### src/rtl/sys_array_pkg.sv
// Shared types and helpers for the tiled systolic-array sequencer.
package sys_array_pkg;

    typedef enum logic [2:0] {
        IDLE,
        FEED,
        DRAIN,
        TDONE,
        DONE
    } state_t;

    localparam int DATA_WIDTH_DEF = 8;

    function automatic int ceil_div(input int num, input int den);
        return (num + den - 1) / den;
    endfunction

    // Cycles from the last operand leaving the skew lines until the far PE has accumulated it.
    function automatic int drain_cycles(input int w, input int l, input int pe_lat);
        return w + l + pe_lat - 1;
    endfunction

endpackage

### src/rtl/sys_array_skew_line.sv
// Lane skew: lane i of in_dat appears on out_dat after i cycles; lane 0 passes straight through.
// Latency i cycles per lane; no backpressure, shifts every cycle.
module sys_array_skew_line
    import sys_array_pkg::*;
#(
    parameter int LANES      = 4,
    parameter int DATA_WIDTH = DATA_WIDTH_DEF
) (
    input  logic                        clk,
    input  logic                        reset_n,
    input  logic [LANES*DATA_WIDTH-1:0] in_dat,
    output logic [LANES*DATA_WIDTH-1:0] out_dat
);

    for (genvar i = 0; i < LANES; i++) begin : g_lane
        if (i == 0) begin : g_pass
            assign out_dat[DATA_WIDTH-1:0] = in_dat[DATA_WIDTH-1:0];
        end else begin : g_dly
            logic [i*DATA_WIDTH-1:0]     sr_q;
            logic [i*DATA_WIDTH-1:0]     sr_d;
            logic [(i+1)*DATA_WIDTH-1:0] chain;

            assign chain = {sr_q, in_dat[i*DATA_WIDTH +: DATA_WIDTH]};

            always_comb begin
                sr_d = chain[i*DATA_WIDTH-1:0];
            end

            always_ff @(posedge clk or negedge reset_n) begin
                if (!reset_n) sr_q <= '0;
                else          sr_q <= sr_d;
            end

            assign out_dat[i*DATA_WIDTH +: DATA_WIDTH] = sr_q[i*DATA_WIDTH-1 -: DATA_WIDTH];
        end
    end

endmodule

### src/rtl/sys_array_tile_sequencer.sv
// Tiled C=W*B feeder for a fixed systolic array: reads, masks and skews operand slices per tile.
// Per tile K feed + D drain + 1 report cycles; no backpressure, buffers answer 1 cycle after read.
// Optional SYS_ARRAY_PERF_CNT_EN adds a saturating 32-bit busy-cycle counter on perf_cycles.
module sys_array_tile_sequencer
    import sys_array_pkg::*;
#(
    parameter int DATA_WIDTH  = DATA_WIDTH_DEF,
    parameter int ARRAY_MAX_W = 4,
    parameter int ARRAY_MAX_L = 4,
    parameter int MAX_DIM     = 64,
    parameter int DIM_W       = 7,
    parameter int ADDR_W      = 12,
    parameter int PE_LATENCY  = 1
) (
    input  logic                              clk,
    input  logic                              reset_n,
    input  logic                              load_params,
    input  logic [DIM_W-1:0]                  cfg_m,
    input  logic [DIM_W-1:0]                  cfg_k,
    input  logic [DIM_W-1:0]                  cfg_n,
    input  logic                              start_comp,
    output logic                              ready,
    output logic                              done,
    output logic                              w_rd_en,
    output logic [ADDR_W-1:0]                 w_rd_addr,
    input  logic [ARRAY_MAX_W*DATA_WIDTH-1:0] w_rd_data,
    output logic                              b_rd_en,
    output logic [ADDR_W-1:0]                 b_rd_addr,
    input  logic [ARRAY_MAX_L*DATA_WIDTH-1:0] b_rd_data,
    output logic [ARRAY_MAX_W*DATA_WIDTH-1:0] sa_w_out,
    output logic [ARRAY_MAX_L*DATA_WIDTH-1:0] sa_b_out,
    output logic                              sa_clear,
    output logic                              tile_done,
    output logic [DIM_W-1:0]                  tile_row,
    output logic [DIM_W-1:0]                  tile_col
`ifdef SYS_ARRAY_PERF_CNT_EN
    ,
    output logic [31:0]                       perf_cycles
`endif
);

    localparam int AW    = ARRAY_MAX_W;
    localparam int AL    = ARRAY_MAX_L;
    localparam int D     = drain_cycles(ARRAY_MAX_W, ARRAY_MAX_L, PE_LATENCY);
    localparam int CNT_W = 8;

    function automatic logic [DIM_W-1:0] sat_dim(input logic [DIM_W-1:0] v);
        return (int'(v) > MAX_DIM) ? DIM_W'(MAX_DIM) : v;
    endfunction

    state_t             state_q, state_d;
    logic [DIM_W-1:0]   cfg_m_q, cfg_m_d, cfg_k_q, cfg_k_d, cfg_n_q, cfg_n_d;
    logic [DIM_W-1:0]   tile_r_q, tile_r_d, tile_c_q, tile_c_d, kk_q, kk_d;
    logic [CNT_W-1:0]   drain_q, drain_d;
    logic               w_vld_q, w_vld_d, b_vld_q, b_vld_d;
    logic [AW-1:0]      w_ok_q, w_ok_d;
    logic [AL-1:0]      b_ok_q, b_ok_d;
    logic [DIM_W-1:0]   tr_last, tc_last;
    logic [AW*DATA_WIDTH-1:0] w_lane_dat;
    logic [AL*DATA_WIDTH-1:0] b_lane_dat;

    assign tr_last = DIM_W'(ceil_div(int'(cfg_m_q), AW) - 1);
    assign tc_last = DIM_W'(ceil_div(int'(cfg_n_q), AL) - 1);

    always_comb begin
        state_d   = state_q;
        cfg_m_d   = cfg_m_q;
        cfg_k_d   = cfg_k_q;
        cfg_n_d   = cfg_n_q;
        tile_r_d  = tile_r_q;
        tile_c_d  = tile_c_q;
        kk_d      = kk_q;
        drain_d   = drain_q;
        w_vld_d   = 1'b0;
        b_vld_d   = 1'b0;
        ready     = 1'b0;
        done      = 1'b0;
        w_rd_en   = 1'b0;
        b_rd_en   = 1'b0;
        w_rd_addr = '0;
        b_rd_addr = '0;
        sa_clear  = 1'b0;
        tile_done = 1'b0;
        tile_row  = '0;
        tile_col  = '0;
        // Lane masks are captured with the read so they line up with the returning data.
        for (int i = 0; i < AW; i++) w_ok_d[i] = (int'(tile_r_q) * AW + i) < int'(cfg_m_q);
        for (int j = 0; j < AL; j++) b_ok_d[j] = (int'(tile_c_q) * AL + j) < int'(cfg_n_q);

        unique case (state_q)
            IDLE: begin
                ready = 1'b1;
                if (load_params) begin
                    cfg_m_d = sat_dim(cfg_m);
                    cfg_k_d = sat_dim(cfg_k);
                    cfg_n_d = sat_dim(cfg_n);
                end
                if (start_comp) begin
                    tile_r_d = '0;
                    tile_c_d = '0;
                    kk_d     = '0;
                    drain_d  = '0;
                    if (cfg_m_q == '0 || cfg_k_q == '0 || cfg_n_q == '0) state_d = DONE;
                    else                                                 state_d = FEED;
                end
            end
            FEED: begin
                w_rd_en   = 1'b1;
                b_rd_en   = 1'b1;
                w_rd_addr = ADDR_W'(tile_r_q) * ADDR_W'(cfg_k_q) + ADDR_W'(kk_q);
                b_rd_addr = ADDR_W'(tile_c_q) * ADDR_W'(cfg_k_q) + ADDR_W'(kk_q);
                w_vld_d   = 1'b1;
                b_vld_d   = 1'b1;
                sa_clear  = (kk_q == '0);
                kk_d      = kk_q + DIM_W'(1);
                if (kk_q == cfg_k_q - DIM_W'(1)) begin
                    drain_d = '0;
                    state_d = DRAIN;
                end
            end
            DRAIN: begin
                drain_d = drain_q + CNT_W'(1);
                if (drain_q == CNT_W'(D - 1)) state_d = TDONE;
            end
            TDONE: begin
                tile_done = 1'b1;
                tile_row  = tile_r_q;
                tile_col  = tile_c_q;
                kk_d      = '0;
                if (tile_c_q == tc_last) begin
                    tile_c_d = '0;
                    if (tile_r_q == tr_last) begin
                        state_d = DONE;
                    end else begin
                        tile_r_d = tile_r_q + DIM_W'(1);
                        state_d  = FEED;
                    end
                end else begin
                    tile_c_d = tile_c_q + DIM_W'(1);
                    state_d  = FEED;
                end
            end
            DONE: begin
                done    = 1'b1;
                state_d = IDLE;
            end
            default: state_d = IDLE;
        endcase
    end

    always_comb begin
        w_lane_dat = '0;
        b_lane_dat = '0;
        for (int i = 0; i < AW; i++)
            if (w_vld_q && w_ok_q[i]) w_lane_dat[i*DATA_WIDTH +: DATA_WIDTH] = w_rd_data[i*DATA_WIDTH +: DATA_WIDTH];
        for (int j = 0; j < AL; j++)
            if (b_vld_q && b_ok_q[j]) b_lane_dat[j*DATA_WIDTH +: DATA_WIDTH] = b_rd_data[j*DATA_WIDTH +: DATA_WIDTH];
    end

    always_ff @(posedge clk or negedge reset_n) begin
        if (!reset_n) begin
            state_q  <= IDLE;
            cfg_m_q  <= '0;
            cfg_k_q  <= '0;
            cfg_n_q  <= '0;
            tile_r_q <= '0;
            tile_c_q <= '0;
            kk_q     <= '0;
            drain_q  <= '0;
            w_vld_q  <= 1'b0;
            b_vld_q  <= 1'b0;
            w_ok_q   <= '0;
            b_ok_q   <= '0;
        end else begin
            state_q  <= state_d;
            cfg_m_q  <= cfg_m_d;
            cfg_k_q  <= cfg_k_d;
            cfg_n_q  <= cfg_n_d;
            tile_r_q <= tile_r_d;
            tile_c_q <= tile_c_d;
            kk_q     <= kk_d;
            drain_q  <= drain_d;
            w_vld_q  <= w_vld_d;
            b_vld_q  <= b_vld_d;
            w_ok_q   <= w_ok_d;
            b_ok_q   <= b_ok_d;
        end
    end

    sys_array_skew_line #(.LANES(AW), .DATA_WIDTH(DATA_WIDTH)) u_w_skew (
        .clk     (clk),
        .reset_n (reset_n),
        .in_dat  (w_lane_dat),
        .out_dat (sa_w_out)
    );

    sys_array_skew_line #(.LANES(AL), .DATA_WIDTH(DATA_WIDTH)) u_b_skew (
        .clk     (clk),
        .reset_n (reset_n),
        .in_dat  (b_lane_dat),
        .out_dat (sa_b_out)
    );

`ifdef SYS_ARRAY_PERF_CNT_EN
    logic [31:0] perf_q, perf_d;

    always_comb begin
        perf_d = perf_q;
        if (state_q == IDLE && start_comp)      perf_d = '0;
        else if (state_q != IDLE && perf_q != '1) perf_d = perf_q + 32'd1;
    end

    always_ff @(posedge clk or negedge reset_n) begin
        if (!reset_n) perf_q <= '0;
        else          perf_q <= perf_d;
    end

    assign perf_cycles = perf_q;
`endif

endmodule

### config.mk
export PLATFORM = sky130hd
export DESIGN_NAME = sys_array_tile_sequencer
export DESIGN_NICKNAME = d
export VERILOG_FILES = /design/src/rtl/sys_array_pkg.sv /design/src/rtl/sys_array_skew_line.sv /design/src/rtl/sys_array_tile_sequencer.sv
export SDC_FILE = /design/constraint.sdc
export NUM_CORES = 1
export LEC_CHECK = 0
export CAP_MARGIN = 20
export CORE_MARGIN = 8
export CORE_UTILIZATION = 50
export CTS_BUF_LIST = sky130_fd_sc_hd__clkbuf_8
export CTS_CLUSTER_SIZE = 40
export DETAILED_ROUTE_END_ITERATION = 7
export HOLD_SLACK_MARGIN = 0.05
export MAX_ROUTING_LAYER = met4
export PLACE_DENSITY = 0.8
export SETUP_SLACK_MARGIN = 0.5
export SLEW_MARGIN = 20
export SYNTH_ARGS = -nofsm -noshare
export SYNTH_HDL_FRONTEND = slang
export SYNTH_SLANG_ARGS = --single-unit
### constraint.sdc
create_clock -name clk -period 4.83 [get_ports clk]
set_input_delay 0.7245 -clock clk [delete_from_list [all_inputs] [get_ports clk]]
set_output_delay 0.7245 -clock clk [all_outputs]
set_load 0.01 [all_outputs]
==> impl_metrics.ini, run 1 <==
[route]
wl_um = 27700
drt-vias-per-instance = 5.28
wire_per_inst_um = 17.3
ant_nets = 0
drc = 0
drt_iter0_markers = 424
firstDrtPassIters = 5
num_vias = 8466

[floorplanning]
io_pins = 197
fp.dieH_um = 162
die_area_sq_um = 26200
start_util_pct = 50.7
die_w_um = 162
core_sq_um = 21000
rows = 53

[synthesis]
seq_area_frac_synth_pct = 37.2
synth.distinct_cells = 64
async_reset_ff_share_pct = 100
synth_edf_count = 0
ys_ff_latch = 158
synthesis.nets = 1322
ys_warn_count = 0
synthFlopType = dfrtp_1
yosysMostFrequentCell = dfrtp_1
syn-cell-area_sq_um = 10600
syn_inst = 1098
synth.top_cells.by_area = dfrtp_1, fa_1, ha_1
synth.avg_cell_area_sq_um = 9.68
yosysTopAreaCellShare_pct = 37.2
yosys.area.top_type = dfrtp_1
synth_common_cells = dfrtp_1, inv_1, nand2_1, and3_1, ha_1

[critical_path]
reg2reg_depth = 10
end_kind = output port
cp_max_fo = 5
arrival_ps = 4470
timing.rr.start = cfg_m_q[0]$_DFFE_PN0P_
critPathLaunchType = register
crit_chain = buf_6 -> and2_4 -> fa_1 -> inv_1 -> fa_1 -> inv_1 -> fa_1 -> inv_2 -> fa_1 -> inv_2 -> ha_4 -> a2111oi_4 -> nor2_1 -> xor2_1 -> and2_1 -> buf_2
cp_common_cell = fa_1
path_class = reg -> out
required_ps = 4110
cpMaxStageDelayCell = fa_1
slowest_delay_ps = 490
critical_path.startpoint = cfg_k_q[3]$_DFFE_PN0P_

[sta]
fin_crit_sh_pct = 108
grt_setup_unrepaired = yes
finClkSkew_ps = 13.3
hold_slack_ps = 346
fin_ws_ps = -365
drv_slew = 0
max_freq_ghz = 0.193
report.final.hold_viol_count = 0
fin_crit_ps = 5190
slew_headroom_pct = 29.3
worst_pin_slew_ps = 1060
finalSetupViolations = 11

[layout]
fin_area_sq_um = 14000
ff_latch_area_sq_um = 3970
syn_to_final_growth_pct = 31.6
nNetsFinal = 1539
drive_above_1_share_pct = 19.3
multi_input_area_sq_um = 6090
final_cells = 1604
num-fill-cells = 1618
finalCoreUtilization_pct = 66.7

[power]
ir_worst_vdd_mv = 0.168
p_leak_nw = 6.85
cellPowerDensity_nw_per_um2 = 174

[run_status]
failed_checks = negative setup slack
outcome = finished with violations

[flow_run]
drv_cap = 0

[clock_network]
htree_levels = 4
insertion_delay_ps = 460
cts_tree = yes
clock_sinks = 158
cts_root_buf = clkbuf_8
cts_buffers = 17
cts.path.max_buffers = 2
clk_pin_slew_worst_paths_ps = 100

[placed_design]
io_buffers = 196
dp_hpwl_um = 20800
place.gp.congestion = 0.926
dpl_cell_area_sq_um = 13200
dp_cells = 1554

[global_routing]
overflow = 0
grt_pass1_wl_um = 45100
grtUsageTotal_pct = 22.1
antenna_found_initial = 1
grt_max_degree = 123
grt_pass1_vias = 8775

[min_path]
whs_path_depth = 0
hold_start = u_b_skew.g_lane[3].g_dly.sr_q[6]$_DFF_PN0_
hp-class = reg -> reg
-- layout by cell type (no fill, tap or decap), types with 7 or more instances in the layout --
cell type,count
dfrtp_2,11
dfrtp_1,147
and3_1,78
a21oi_1,36
o21ai_0,29
inv_2,16
ha_1,62
fa_1,54
ha_4,13
nand2_1,87
nand3_1,10
clkdlybuf4s50_1,177
a31oi_1,8
xnor2_1,38
nand2b_1,24
xor2_1,12
buf_6,19
nor2_1,52
clkbuf_8,18
buf_4,83
and2_4,11
or3_1,11
a21o_1,9
inv_1,105
o21ai_1,7
and2_1,48
buf_2,15
-- area by class of cell --
class,instances,area share [%]
clock buffers,17,1.67
multi-input cells,718,43.5
flip-flops and latches,158,28.4
repair buffers,295,19.3
well taps,275,2.46
diodes,1,0.0179
clock inverters,15,1.21
inverters,125,3.44
-- routing by layer --
metal	wire length (um)	up-vias	track usage (%)
met5	0	-	-
met4	735	0	8.21
met3	1560	50	3.14
met2	13300	307	36.2
met1	12200	4116	27.4
li1	-	3993	-
-- sequential cells by signal, summed over array words and instances (netlist names) --
| signal | flops |
|---|---|
| b_ok_q | 4 |
| b_vld_q | 1 |
| tile_r_q | 7 |
| u_w_skew.g_lane.g_dly.sr_q | 48 |
| u_b_skew.g_lane.g_dly.sr_q | 48 |
| cfg_n_q | 7 |
| cfg_m_q | 7 |
| kk_q | 7 |
| tile_c_q | 7 |
| state_q | 3 |
| drain_q | 8 |
| w_ok_q | 4 |
| cfg_k_q | 7 |
-- power breakdown --
part           leakage (nW)  switching, mW  total (mW)  internal, mW
clock                 0.200          0.569        1.00         0.435
sequential             2.10              0        1.32          1.32
combinational          4.55         0.0382       0.104        0.0659
-- worst max-delay path, delay by kind of cell, from the launching register on --
| family | cells | cell delay (ps) |
|---|---|---|
| xor+xnor | 1 | 140 |
| fa+ha+maj | 5 | 2160 |
| buf+inv | 6 | 460 |
| flops | 1 | 440 |
| compound gates | 1 | 380 |
| simple gates | 3 | 410 |
-- worst paths after layout --
check	to	slack, ps
max	b_rd_addr[9]	-360
min	u_b_skew.g_lane[3].g_dly.sr_q[14]$_DFF_PN0_	350
max reg2reg	tile_r_q[0]$_DFFE_PN0P_	1170
min reg2reg	u_b_skew.g_lane[3].g_dly.sr_q[14]$_DFF_PN0_	350
max in group asynchronous	u_b_skew.g_lane[2].g_dly.sr_q[15]$_DFF_PN0_	3400
min in group asynchronous	u_w_skew.g_lane[2].g_dly.sr_q[15]$_DFF_PN0_	410
-- logic make-up (layout without fill, tap and decap cells) --
kind of cell	count (synthesis)	after routing	share of synthesized area [%]
other	0	1	0
flip-flops	158	158	37.2
AO/OA/AOI/OAI	143	143	8.65
adder cells (fa/ha/maj)	135	135	20.1
buffers and inverters	222	452	9.64
multiplexers	9	9	0.894
AND/OR/NAND/NOR	378	378	19.1
XOR/XNOR	53	53	4.37
-- per-stage QoR --
stage | TNS [ps] | power [mW] | worst slack, ps
6_report | -2770 | 2.43 | -365
5_1_grt | -4760 | 2.52 | -530
4_1_cts | -2720 | 2.45 | -345
3_5_place_dp | -3430 | 1.45 | -455
3_3_place_gp | -2410 | 1.45 | -342
2_1_floorplan | 0 | 1.35 | 220
-- timing repair --
action	4_1_cts	5_1_grt
setup buffers	12	5
pin swaps	46	24
setup endpoints to repair	18	18
resized for setup	151	23
hold buffers	0	0
Note: power is estimated with default switching activity, not from simulation.
==> run 2, diff against run 1 <==
--- a/config.mk
+++ b/config.mk
@@ -5,7 +5,6 @@
 export SDC_FILE = /design/constraint.sdc
 export NUM_CORES = 1
 export LEC_CHECK = 0
-export CAP_MARGIN = 20
 export CORE_MARGIN = 8
 export CORE_UTILIZATION = 50
 export CTS_BUF_LIST = sky130_fd_sc_hd__clkbuf_8
@@ -18,4 +17,5 @@
 export SLEW_MARGIN = 20
 export SYNTH_ARGS = -nofsm -noshare
 export SYNTH_HDL_FRONTEND = slang
+export SYNTH_HIERARCHICAL = 1
 export SYNTH_SLANG_ARGS = --single-unit
==> run 2 against run 1 <==
Compared with the run above: the run still ends with negative setup slack left; sequential power about the same; total power rose by 3.0%; synthesized area is 0.20% higher; clock power up 7%; global-route usage up 1.1 points; highest routed layer unchanged; synthesized cell count down 1.5%; count of clock-buffer cells in the layout is the same; worst hold slack lost 11 ps; via count decreased by 1.1%; final area is 1.1% higher; register-to-register slack gained 550 ps.
==> impl_metrics.ini, run 2 <==
[power]
ir_worst_vdd_mv = 0.168
cellPowerDensity_nw_per_um2 = 177
p_comb_share_pct = 4.3
clkPwrFrac_pct = 42.9
switching_share_pct = 23.3
seqPwrFrac_pct = 52.8
p_leak_nw = 6.89
p_total_mw = 2.50
intPower_mw = 1.92
switchingPower_uw = 582

[floorplanning]
rows = 53
fp.dieH_um = 162
start_util_pct = 50.8
die_area_sq_um = 26200
die_w_um = 162
io_pins = 197
core_sq_um = 21000

[synthesis]
synth_compound_area_share_pct = 8.93
async_reset_ff_share_pct = 100
seq_area_frac_synth_pct = 37.1
yosysTopAreaCellShare_pct = 37.1
muxShareOfSynthArea_pct = 0.411
ys_warn_count = 6
synthesis.nets = 1305
synth.top_cells.by_area = dfrtp_1, fa_1, ha_1
syn-cell-area_sq_um = 10700
synth.distinct_cells = 74
synthFlopType = dfrtp_1
yosys.area.top_type = dfrtp_1
synth_common_cells = dfrtp_1, inv_1, nand2_1, ha_1, and3_1
synthAdderAreaFrac_pct = 20.1
synth_edf_count = 0
synth.avg_cell_area_sq_um = 9.85
synth-xor-area-share_pct = 5.38
yosysMostFrequentCell = dfrtp_1
synth_top_family_by_area = adder cells
ys_ff_latch = 158
synthSimpleGateAreaFrac_pct = 18.2
syn_inst = 1081

[critical_path]
crit_family = adder cells
timing.rr.start = cfg_n_q[0]$_DFFE_PN0P_
r2r-end = tile_r_q[6]$_DFFE_PN0P_
slowest_delay_ps = 550
required_ps = 4110
ff2ff_setup_slack_ps = 1720
cp_max_fo = 6
cpMaxStageDelayCell = fa_1
reg2reg_depth = 9
path_class = reg -> out
critPathLaunchType = register
cp.buffers_inverters = 6
end_kind = output port
crit_chain = buf_6 -> and2_4 -> fa_1 -> inv_1 -> fa_1 -> inv_2 -> fa_1 -> inv_1 -> fa_1 -> inv_2 -> ha_4 -> a2111oi_4 -> nor2_2 -> xor2_1 -> and2_1 -> buf_2
cp_common_cell = fa_1
arrival_ps = 4560

[sta]
fin_crit_ps = 5280
worst_pin_slew_ps = 1060
finalSetupViolations = 12
grt_setup_unrepaired = yes
finClkSkew_ps = 16.4
fin_crit_sh_pct = 109
fin_setup_tns_ps = -3660
hold_slack_ps = 335
fin_ws_ps = -451
max_freq_ghz = 0.189
drv_slew = 0
report.final.hold_viol_count = 0
slew_headroom_pct = 29.6

[run_status]
outcome = finished with violations
failed_checks = negative setup slack

[clock_network]
cts_hold_buf = 0
cts_root_buf = clkbuf_8
insertion_delay_ps = 460
htree_levels = 4
cts_tree = yes
clock_sinks = 158
cts_buffers = 17
cts.path.max_buffers = 2
clk_pin_slew_worst_paths_ps = 90

[route]
firstDrtPassIters = 6
ant_nets = 0
drt-vias-per-instance = 5.26
wl_um = 29300
drc = 0
wire_per_inst_um = 18.4
drt_iter0_markers = 509
num_vias = 8376

[placed_design]
io_buffers = 196
place.gp.congestion = 0.909
dp_hpwl_um = 21900

[layout]
num_antenna_cells = 0
finalCoreUtilization_pct = 67.5
nNetsFinal = 1529
final_common_cell = clkdlybuf4s50_1
syn_to_final_growth_pct = 32.8
layout_common_cells = clkdlybuf4s50_1, dfrtp_1, inv_1
drive_above_1_share_pct = 21.5
reg_top3 = u_b_skew/g_lane.g_dly.sr_q (48), u_w_skew/g_lane.g_dly.sr_q (48), drain_q (8)
num-fill-cells = 1565

[global_routing]
grtUsageTotal_pct = 23.1
grt_pass1_wl_um = 46600
grt_pass1_vias = 8835
antenna_found_initial = 0
overflow = 0
grt_max_degree = 93

[flow_run]
drv_cap = 0

[min_path]
hp-class = in -> async
run 2: cell count changes after synthesis, moves of 5 or more:
cell and delta:
a21oi_1 -11, and3_1 -11, and2_1 +9, clkbuf_1 -9, a211oi_1 +6, or3_1 -6
nand3b_1 -5, o21ai_1 -5
run 2: logic make-up (layout without fill, tap and decap cells):
family / count (synthesis) / in the layout
AND/OR/NAND/NOR: 363 / 363
buffers and inverters: 218 / 455
flip-flops: 158 / 158
AO/OA/AOI/OAI: 140 / 140
adder cells (fa/ha/maj): 135 / 135
XOR/XNOR: 63 / 63
multiplexers: 4 / 4
run 2: per-layer routing:
metal	up-vias	GRT usage, %	part of all wire (%)
met3	47	3.95	5.5
li1	3917	-	-
met5	-	-	0
met2	301	39.1	51
met1	4111	27.6	41
met4	0	7.95	2.3
run 2: final cells by class:
cell class                 count  area [sq um]  share of cell area [%]
timing repair buffer         298          2760                    19.5
clock buffer                  17           234                    1.65
multi-input combinational    705          6170                    43.6
inverter                     125           472                    3.33
sequential                   158          3970                    28.1
clock inverter                15           198                    1.40
tap                          275           344                    2.43
run 2: worst reg2reg max path, stage by stage, from the launching register on:
cell and delay (ps):
dfrtp_1 450, o21ai_1 330, nand2_1 110, ha_1 280, or4_1 510, nand3_1 90
nor3b_2 310, nand3_1 230, or4_1 560, a21boi_1 180
run 2: per-stage QoR:
| step | worst slack [ps] | cell area (sq um) | instances |
|---|---|---|---|
| after global placement | -414 | 13100 | 1536 |
| after global routing | -622 | 14100 | 1593 |
| after floorplan | 265 | 10900 | 1081 |
| after detailed placement | -527 | 13100 | 1536 |
| final | -451 | 14100 | 1593 |
| after CTS | -378 | 13800 | 1586 |
run 2: how the worst max path moves through the flow:
stage | start | cells past startpoint | to | slack, ps
6_report | cfg_k_q[3]$_DFFE_PN0P_ | 16 | b_rd_addr[9] | -450
2_1_floorplan | cfg_k_q[2]$_DFFE_PN0P_ | 16 | b_rd_addr[11] | 270
5_1_grt | cfg_k_q[3]$_DFFE_PN0P_ | 16 | b_rd_addr[11] | -620
4_1_cts | cfg_k_q[3]$_DFFE_PN0P_ | 17 | w_rd_addr[9] | -380
3_3_place_gp | cfg_k_q[3]$_DFFE_PN0P_ | 16 | w_rd_addr[9] | -410
3_5_place_dp | cfg_k_q[3]$_DFFE_PN0P_ | 14 | w_rd_addr[11] | -530
run 2: timing repair:
item / 4_1_cts / 5_1_grt
setup buffers: 18 / 7
endpoints found under the hold margin: 0 / 0
cloned: 0 / 0
gates resized for setup: 137 / 54
setup endpoints to repair: 18 / 18
pin swaps: 38 / 45
run 2: power groups by stage:
| stage | Combinational (mW) | Clock (mW) | Sequential [mW] |
|---|---|---|---|
| after floorplan | 0.00507 | 0 | 1.35 |
| final | 0.107 | 1.07 | 1.32 |
| after global placement | 0.107 | 0 | 1.35 |
| after detailed placement | 0.109 | 0 | 1.35 |
| after global routing | 0.118 | 1.16 | 1.32 |
| after CTS | 0.110 | 1.09 | 1.32 |
